[src/rtl/fsabc_pkg.sv]
// rtl/fsabc_pkg.sv - shared state type and sweep constants for the Gray-code sweep controller
package fsabc_pkg;

  typedef enum logic [1:0] {
    ST_IDLE,
    ST_SETTLE,
    ST_SAMPLE,
    ST_DONE
  } sweep_state_t;

  // Visit order of {A,B,C}; neighbouring entries differ in exactly one bit.
  localparam logic [2:0] GRAY_SEQ [0:7] = '{
    3'b000, 3'b001, 3'b011, 3'b010, 3'b110, 3'b111, 3'b101, 3'b100
  };

  localparam int DWELL_MAX = 255;

  function automatic int dwell_width(input int dwell);
    return $clog2(dwell + 1);
  endfunction

endpackage

[src/rtl/fsabc_dwell_timer.sv]
// rtl/fsabc_dwell_timer.sv - loadable saturating down-counter that times each vector's dwell
module fsabc_dwell_timer
  import fsabc_pkg::*;
#(
  parameter int DWELL = 10
) (
  input  logic clk,
  input  logic rst_n,
  input  logic load,
  input  logic en,
  output logic zero
);

  localparam int W = dwell_width(DWELL);
  localparam logic [W-1:0] RELOAD = W'(DWELL - 1);

  logic [W-1:0] count;

  // Holds at zero rather than wrapping so a late enable cannot restart the dwell.
  always_ff @(posedge clk or negedge rst_n) begin
    if (!rst_n) begin
      count <= '0;
    end else if (load) begin
      count <= RELOAD;
    end else if (en && (count != '0)) begin
      count <= count - W'(1);
    end
  end

  assign zero = (count == '0);

endmodule

[src/rtl/fsabc_sweep_ctrl.sv]
// rtl/fsabc_sweep_ctrl.sv - drives {A,B,C} through a Gray sweep and captures F as a truth table
// Optional abort input is built when FSABC_SWEEP_ABORT_EN is defined.
module fsabc_sweep_ctrl
  import fsabc_pkg::*;
#(
  parameter int DWELL = 10
) (
  input  logic       clk,
  input  logic       rst_n,
  input  logic       start,
`ifdef FSABC_SWEEP_ABORT_EN
  input  logic       abort,
`endif
  input  logic       f_i,
  output logic [2:0] abc_o,
  output logic       busy,
  output logic       done,
  output logic [7:0] truth_o
);

  if (DWELL < 1 || DWELL > DWELL_MAX) begin : g_bad_dwell
    $error("fsabc_sweep_ctrl: DWELL must be within 1..%0d", DWELL_MAX);
  end

  sweep_state_t state;
  logic [2:0]   step;
  logic         abort_req;
  logic         tmr_load;
  logic         tmr_en;
  logic         tmr_zero;

`ifdef FSABC_SWEEP_ABORT_EN
  assign abort_req = abort;
`else
  assign abort_req = 1'b0;
`endif

  assign tmr_en   = (state == ST_SETTLE);
  assign tmr_load = ((state == ST_IDLE) && start) ||
                    ((state == ST_SAMPLE) && (step != 3'd7) && !abort_req);

  fsabc_dwell_timer #(.DWELL(DWELL)) u_timer (
    .clk   (clk),
    .rst_n (rst_n),
    .load  (tmr_load),
    .en    (tmr_en),
    .zero  (tmr_zero)
  );

  always_ff @(posedge clk or negedge rst_n) begin
    if (!rst_n) begin
      state   <= ST_IDLE;
      step    <= '0;
      abc_o   <= '0;
      busy    <= 1'b0;
      done    <= 1'b0;
      truth_o <= '0;
    end else begin
      done <= 1'b0;
      case (state)
        ST_IDLE: begin
          if (start) begin
            truth_o <= '0;
            step    <= '0;
            abc_o   <= GRAY_SEQ[0];
            busy    <= 1'b1;
            state   <= ST_SETTLE;
          end
        end
        ST_SETTLE: begin
          if (abort_req) begin
            abc_o <= '0;
            busy  <= 1'b0;
            state <= ST_IDLE;
          end else if (tmr_zero) begin
            state <= ST_SAMPLE;
          end
        end
        ST_SAMPLE: begin
          // An abort here wins over the capture, so the pending bit is dropped.
          if (abort_req) begin
            abc_o <= '0;
            busy  <= 1'b0;
            state <= ST_IDLE;
          end else begin
            truth_o[GRAY_SEQ[step]] <= f_i;
            if (step == 3'd7) begin
              abc_o <= '0;
              busy  <= 1'b0;
              done  <= 1'b1;
              state <= ST_DONE;
            end else begin
              step  <= step + 3'd1;
              abc_o <= GRAY_SEQ[step + 3'd1];
              state <= ST_SETTLE;
            end
          end
        end
        ST_DONE: begin
          state <= ST_IDLE;
        end
        default: begin
          state <= ST_IDLE;
        end
      endcase
    end
  end

endmodule

[config.mk]
export PLATFORM = sky130hd
export DESIGN_NAME = fsabc_sweep_ctrl
export DESIGN_NICKNAME = d
export VERILOG_FILES = /design/src/rtl/fsabc_pkg.sv /design/src/rtl/fsabc_dwell_timer.sv /design/src/rtl/fsabc_sweep_ctrl.sv
export SDC_FILE = /design/constraint.sdc
export NUM_CORES = 1
export LEC_CHECK = 0
export CELL_PAD_IN_SITES_DETAIL_PLACEMENT = 1
export CELL_PAD_IN_SITES_GLOBAL_PLACEMENT = 1
export CORE_ASPECT_RATIO = 0.9
export CORE_MARGIN = 5
export CORE_UTILIZATION = 37
export CTS_CLUSTER_SIZE = 30
export DETAILED_ROUTE_END_ITERATION = 12
export PLACE_DENSITY = 0.84
export RECOVER_POWER = 25
export SLEW_MARGIN = 20
export SYNTH_ARGS = -nofsm -noshare
export SYNTH_HDL_FRONTEND = slang
export SYNTH_SLANG_ARGS = --single-unit
[constraint.sdc]
create_clock -name clk -period 1.65 [get_ports clk]
set_clock_uncertainty 0.15 [all_clocks]
set_input_delay 0.33 -clock clk [delete_from_list [all_inputs] [get_ports clk]]
set_output_delay 0.33 -clock clk [all_outputs]
set_load 0.01 [all_outputs]
# ---- Word-level counts from Yosys, hierarchy flattened
# Memories as Yosys holds them, arrays and structs flattened.
# Index checks and enable logic that the tools add are counted.
dict set report classes {
  add_sub_neg 2
  magnitude_cmp 4
  n_eq_ne 9
  n_mux 25
  bitwise_logic 2
  reduce_logical 14
}
# operator n
set op_table {}
lappend op_table {{$mux W3} 7}
lappend op_table {{$pmux W8 S2} 1}
lappend op_table {{$pmux W3 S2} 2}
lappend op_table {{$bwmux W8} 1}
lappend op_table {{$ge A4 B4 Y1 const B} 2}
lappend op_table {{$mux W4} 2}
lappend op_table {{$mux W8} 1}
lappend op_table {{$not A3 Y4} 2}
lappend op_table {{$pmux W2 S4} 1}
lappend op_table {{$mux W2} 3}
lappend op_table {{$ne A2 B2 Y1 const B} 3}
lappend op_table {{$reduce_and A3 Y1} 2}
lappend op_table {{$mux W1} 5}
lappend op_table {{$eq A2 B2 Y1 const B} 2}
lappend op_table {{$logic_and A1 B1 Y1} 4}
lappend op_table {{$logic_not A4 Y1} 1}
lappend op_table {{$lt A3 B4 Y1 const B} 1}
lappend op_table {{$reduce_and A2 Y1} 2}
lappend op_table {{$reduce_bool A2 Y1} 2}
lappend op_table {{$reduce_bool A4 Y1} 1}
lappend op_table {{$sub A4 B1 Y4 const B} 1}
lappend op_table {{$add A3 B1 Y3 const B} 1}
lappend op_table {{$demux W1 S3} 1}
lappend op_table {{$eq A3 B3 Y1 const B} 1}
lappend op_table {{7 further kinds} 7}
dict set report word_totals {
  register_bits 22
  romBits 48
  in_bits 4
  output_inout_bits 13
  n_memories 2
}
# name words word_bits read_ports rd_ports_with_merged_regs write_ports line
set memory_table {}
lappend memory_table {{(name not given)} 8 3 1 0 0 fsabc_sweep_ctrl.sv:94} ;# abc_o <= GRAY_SEQ[step + 3'd1];
lappend memory_table {{(name not given)} 8 3 1 0 0 fsabc_sweep_ctrl.sv:86} ;# truth_o[GRAY_SEQ[step]] <= f_i;

# ---- Longest topological paths before layout
dict set report logic_depth {
  word_depth 10
  depth_mapped 5
  mapped_depth_nobuf 5
}

# ---- By module
# Synthesis repeated with hierarchy kept, for this count alone.
dict set report hier_totals {
  hier_cells 99
  area_unflattened_um2 1097.3
}
# module instances cells_per_inst area_per_inst_um2 seq_area_each_um2
set by_module_without_submodules {}
lappend by_module_without_submodules {fsabc_sweep_ctrl 1 76 867.1 450.4}
lappend by_module_without_submodules {fsabc_dwell_timer 1 23 230.2 100.1}

# ---- Worst setup path after synthesis
# Ideal clock, no wire load.
dict set report synth_timing {
  kind {register to register}
  from {register step[1]}
  to {register step[1]}
  t_arrival_ps 1536
  required_time_ps 1375
  setup_slack_ps -161
  stages_incl_launch_ff 5
  path_buffers 0
  period_less_slack_ps 1811
  cell_sequence {dfrtp_1 -> ha_1 -> ha_1 -> a211oi_4 -> mux2_4}
}
dict set report synth_between {
  elab_chain_len 3
  elab_cells_between_ends 6
  classes_between {add/sub (1); eq/ne (2); mux (2); reduce/logical (1)}
}
# element line
set synth_rtl {}
lappend synth_rtl {{from (decl)} fsabc_sweep_ctrl.sv:26} ;# logic [2:0] step;
lappend synth_rtl {{from (signal assigned)} fsabc_sweep_ctrl.sv:93} ;# step <= step + 3'd1;
lappend synth_rtl {{$add A3 B1 Y3 / $eq A3 B3 Y1 (equally long branches)} {fsabc_sweep_ctrl.sv:93, fsabc_sweep_ctrl.sv:87}}
lappend synth_rtl {{$mux W3 / $ne A2 B2 Y1 (equally long branches)} -}
lappend synth_rtl {{$pmux W3 S2 / $reduce_and A3 Y1 (equally long branches)} -}
# Several ways; a longest one is shown, not always the timed one. The select of a mux whose other input is x is not followed.
# A chain may end at the register's enable or synchronous reset.

# ---- Worst setup path in the final report
dict set report layout_timing {
  from {register step[1]}
  to {register step[0]}
}
dict set report layout_between {
  elab_chain_len 3
}
# element line
set layout_rtl {}
lappend layout_rtl {{$eq A3 B3 Y1} fsabc_sweep_ctrl.sv:87} ;# if (step == 3'd7) begin
lappend layout_rtl {{$ne A2 B2 Y1 (no source line)} -}
lappend layout_rtl {{$reduce_and A3 Y1 (no source line)} -}
# No other way between the ends.

==> results.md <==
- Status: finished, violations left
- Max_slew headroom: between 60% and 70%
- Initial core utilization: 39.24%
- R2R Path End: step[0]
- Number of synthesis warnings: 0
- Core area: ~0.0028 mm2
- Crit path DAT: about 1.8 ns
- Fin nets: between 100 and 150
- Hold path depth: 1
- # hold bufs at CTS: 0
- Vias in the first global route: 933
- Die width: 67.60 um
- GRT Util Overall: between 10 and 15%
- Pin count of the biggest net entering global routing: 23
- Leakage: 0.7815 nW
- Sequential share of the synthesized area: 49.83%
- Area after DPL: 0.001393 mm2
- Required @ worst endpoint: ~1.7 ns
- Root Buffer: clkbuf_4
- Hold Slack: 0.3532 ns
- Type of origin of the critical path: register
- Hold EP: busy
- Crit Reg-Reg Startpoint: step[1]
- Failing checks: setup timing
- Tcrit/Tclk final: 103.0%
- Critical Path Slowest Stage Cell: dfrtp_1
- H-tree Lvls: 1
- Skew-Pair Late Insertion Delay: about 0.31 ns
- Max_cap viols: 0
- First-pass GRT wire length: 4340 um
- Initial antenna violation count: 0
- Post-DP HPWL: 1849 um
- Worst Slack Setup Final: -0.04931 ns
- Final min period: 1.699 ns
- Antenna Cells: 0
- Layout overhead on the synthesized area: 35.56%
- Routed vias/inst: 5.034
- Final instance area: 0.001498 mm2
- Remaining DRCs: 0
- Layout cells sized above 1: 27.54%
- Final setup fails: 4
- DR pass1 iterations: 3
- Die area: 0.004180 mm2
- I/O pins: 17
- Wire per inst: about 17 um
- Aggregate global routing overflow: 0
- Syn nets: about 110
- Drt total wl: 2975 um
- Clock transition at path regs: 0.12 ns
- CTS Buffer Depth: 2
- Critical path capture point type: register
- Crit-path cells: ha_2, ha_4, buf_4, or3_1, o21ai_0
- Pins Over Slew Limit: 0
- CP max stage delay: 0.41 ns
- Critical path class: reg2reg
- R2R Setup Slk: -0.05 ns
- WP buf/inv: 1
- TritonCTS clock tree: built
- Final Hold Fails: 0
- FP Rows: 18
- Die height: 61.84 um
- Num Clock Sinks: 22
- DRT antenna net count: 0
- IO buf count: 16
- CP top delay family: flip-flops
- Synth Instances: around 100
- DRT iter0 DRCs: 13
- Synth Area per Inst: 10.83 um2
- GP Congestion: 0.7424
- Worst hold path class: reg2reg
- Synthesized area: 0.001105 mm2
- Peak supply drop: 0.4908 mV
- Yosys reg bits: 22
- Hold path start: busy
- Total number of vias: about 900
- Worst slew pin tran: 0.5602 ns
- RSZ-0062 raised after global routing: true
- Fmax: a little under 600 MHz
- Yosys cell types: 33
- CTS Buf Count: 3
- PD cells: 1172 mW/mm2
- Overall power: 0.001756 W
- Critical Path Fanout Max: 2
- R2R depth: 5
==> cell families (layout without fill, tap and decap cells) <==
family | count (synthesis) | after routing | synth area share, %
xor gates and xnor gates | 2 | 2 | 1.586
AOI/OAI and AO/OA | 14 | 14 | 10.65
muxes | 10 | 10 | 9.513
adders and majority gates | 5 | 5 | 5.663
and+or+nand+nor | 41 | 41 | 19.93
DFF | 22 | 22 | 49.83
buffers and inverters | 8 | 44 | 2.831
==> routing by layer <==
layer / vias to the layer above / global-route usage [%] / share of wire [%]
met2: 14 / 22.88 / 48
met4: 0 / 7.803 / 2.0
li1: 423 / - / -
met5: - / 0 / 0
met3: 4 / 1.978 / 2.0
met1: 455 / 18.65 / 48
==> through the flow <==
step           worst slack (ns)  instances   TNS [ns]  utilization (%)
6_report               -0.04931        178    -0.1482            53.20
5_1_grt                 -0.1155        178    -0.5674            53.20
4_1_cts               -0.006931        172  -0.008636            50.71
3_5_place_dp            -0.2311        166     -2.774            49.47
3_3_place_gp            -0.1751        166     -2.357            49.47
2_1_floorplan          -0.07002        102   -0.07002                -
==> layout by cell type (no fill, tap or decap), drive strengths merged, types with 2 or more instances in the layout <==
cell and n:
nand3 4, buf 17, inv 7, mux2i 9, a21oi 3, clkbuf 4, or3b 2, o21ai 3
nand2b 2, nor2 4, a32o 2, ha 5, clkdlybuf4s50 2, nand2 18, nor2b 4, dlygate4sd2 13
dfrtp 22
==> where the power goes <==
part / internal [W] / leakage, nW / switching (W)
registers: 0.000637 / 0.287 / 0.0000940
logic: 0.000392 / 0.480 / 0.000386
clock network: 0.0000852 / 0.0138 / 0.000161
total: 0.00111 / 0.782 / 0.000641
==> what timing repair did <==
action / 4_1_cts / 5_1_grt
gates resized for setup: 15 / 7
pin swaps: 0 / 2
setup buffers: 3 / 6
endpoints found under the setup margin: 18 / 12
==> cell type report <==
type	count	area [um2]
Fill cell	326	1318
Timing Repair Buffer	34	280.3
Inverter	7	26.28
Tap cell	40	50.05
Multi-Input combinational cell	72	566.8
Sequential cell	22	551.8
Clock buffer	3	22.52
==> worst max-delay path by stage <==
stage            start  cells past startpoint  slack, ns         end
2_1_floorplan  step[1]                      4      -0.07     step[1]
3_3_place_gp     start                      5      -0.18  truth_o[5]
3_5_place_dp     start                      5      -0.23  truth_o[0]
4_1_cts        step[1]                      4     -0.007     step[1]
5_1_grt        step[1]                      5      -0.12     step[2]
6_report       step[1]                      5      -0.05     step[0]
==> cell usage after synthesis (all sizes together) <==
cell type	count	share of area, %
xor2	1	0.79
o21ai	3	1.4
and2b	1	0.68
a32o	2	1.8
nor3	1	0.45
a311o	1	0.91
a21bo	1	0.91
mux2i	9	8.2
mux2	1	1.4
or3b	2	1.6
a211oi	1	1.8
and3b	1	0.79
xnor2	1	0.79
nand3	4	1.8
a21oi	3	1.7
ha	5	5.7
a21boi	1	0.68
nor2	4	1.6
inv	7	2.4
or3	1	0.57
buf	1	0.45
nand2	18	6.1
nor3b	1	1.1
dfrtp	22	50
and3	1	0.57
o21bai	1	0.68
or4	1	1.0
a311oi	1	0.79
nand2b	2	1.4
nor2b	4	2.3
==> registers in the layout, summed over array words and instances, names as in the netlist <==
signal	flops
state	2
done	1
truth_o	8
step	3
abc_o	3
u_timer.count	4
busy	1
No activity file was read; power rests on OpenSTA's default activity.
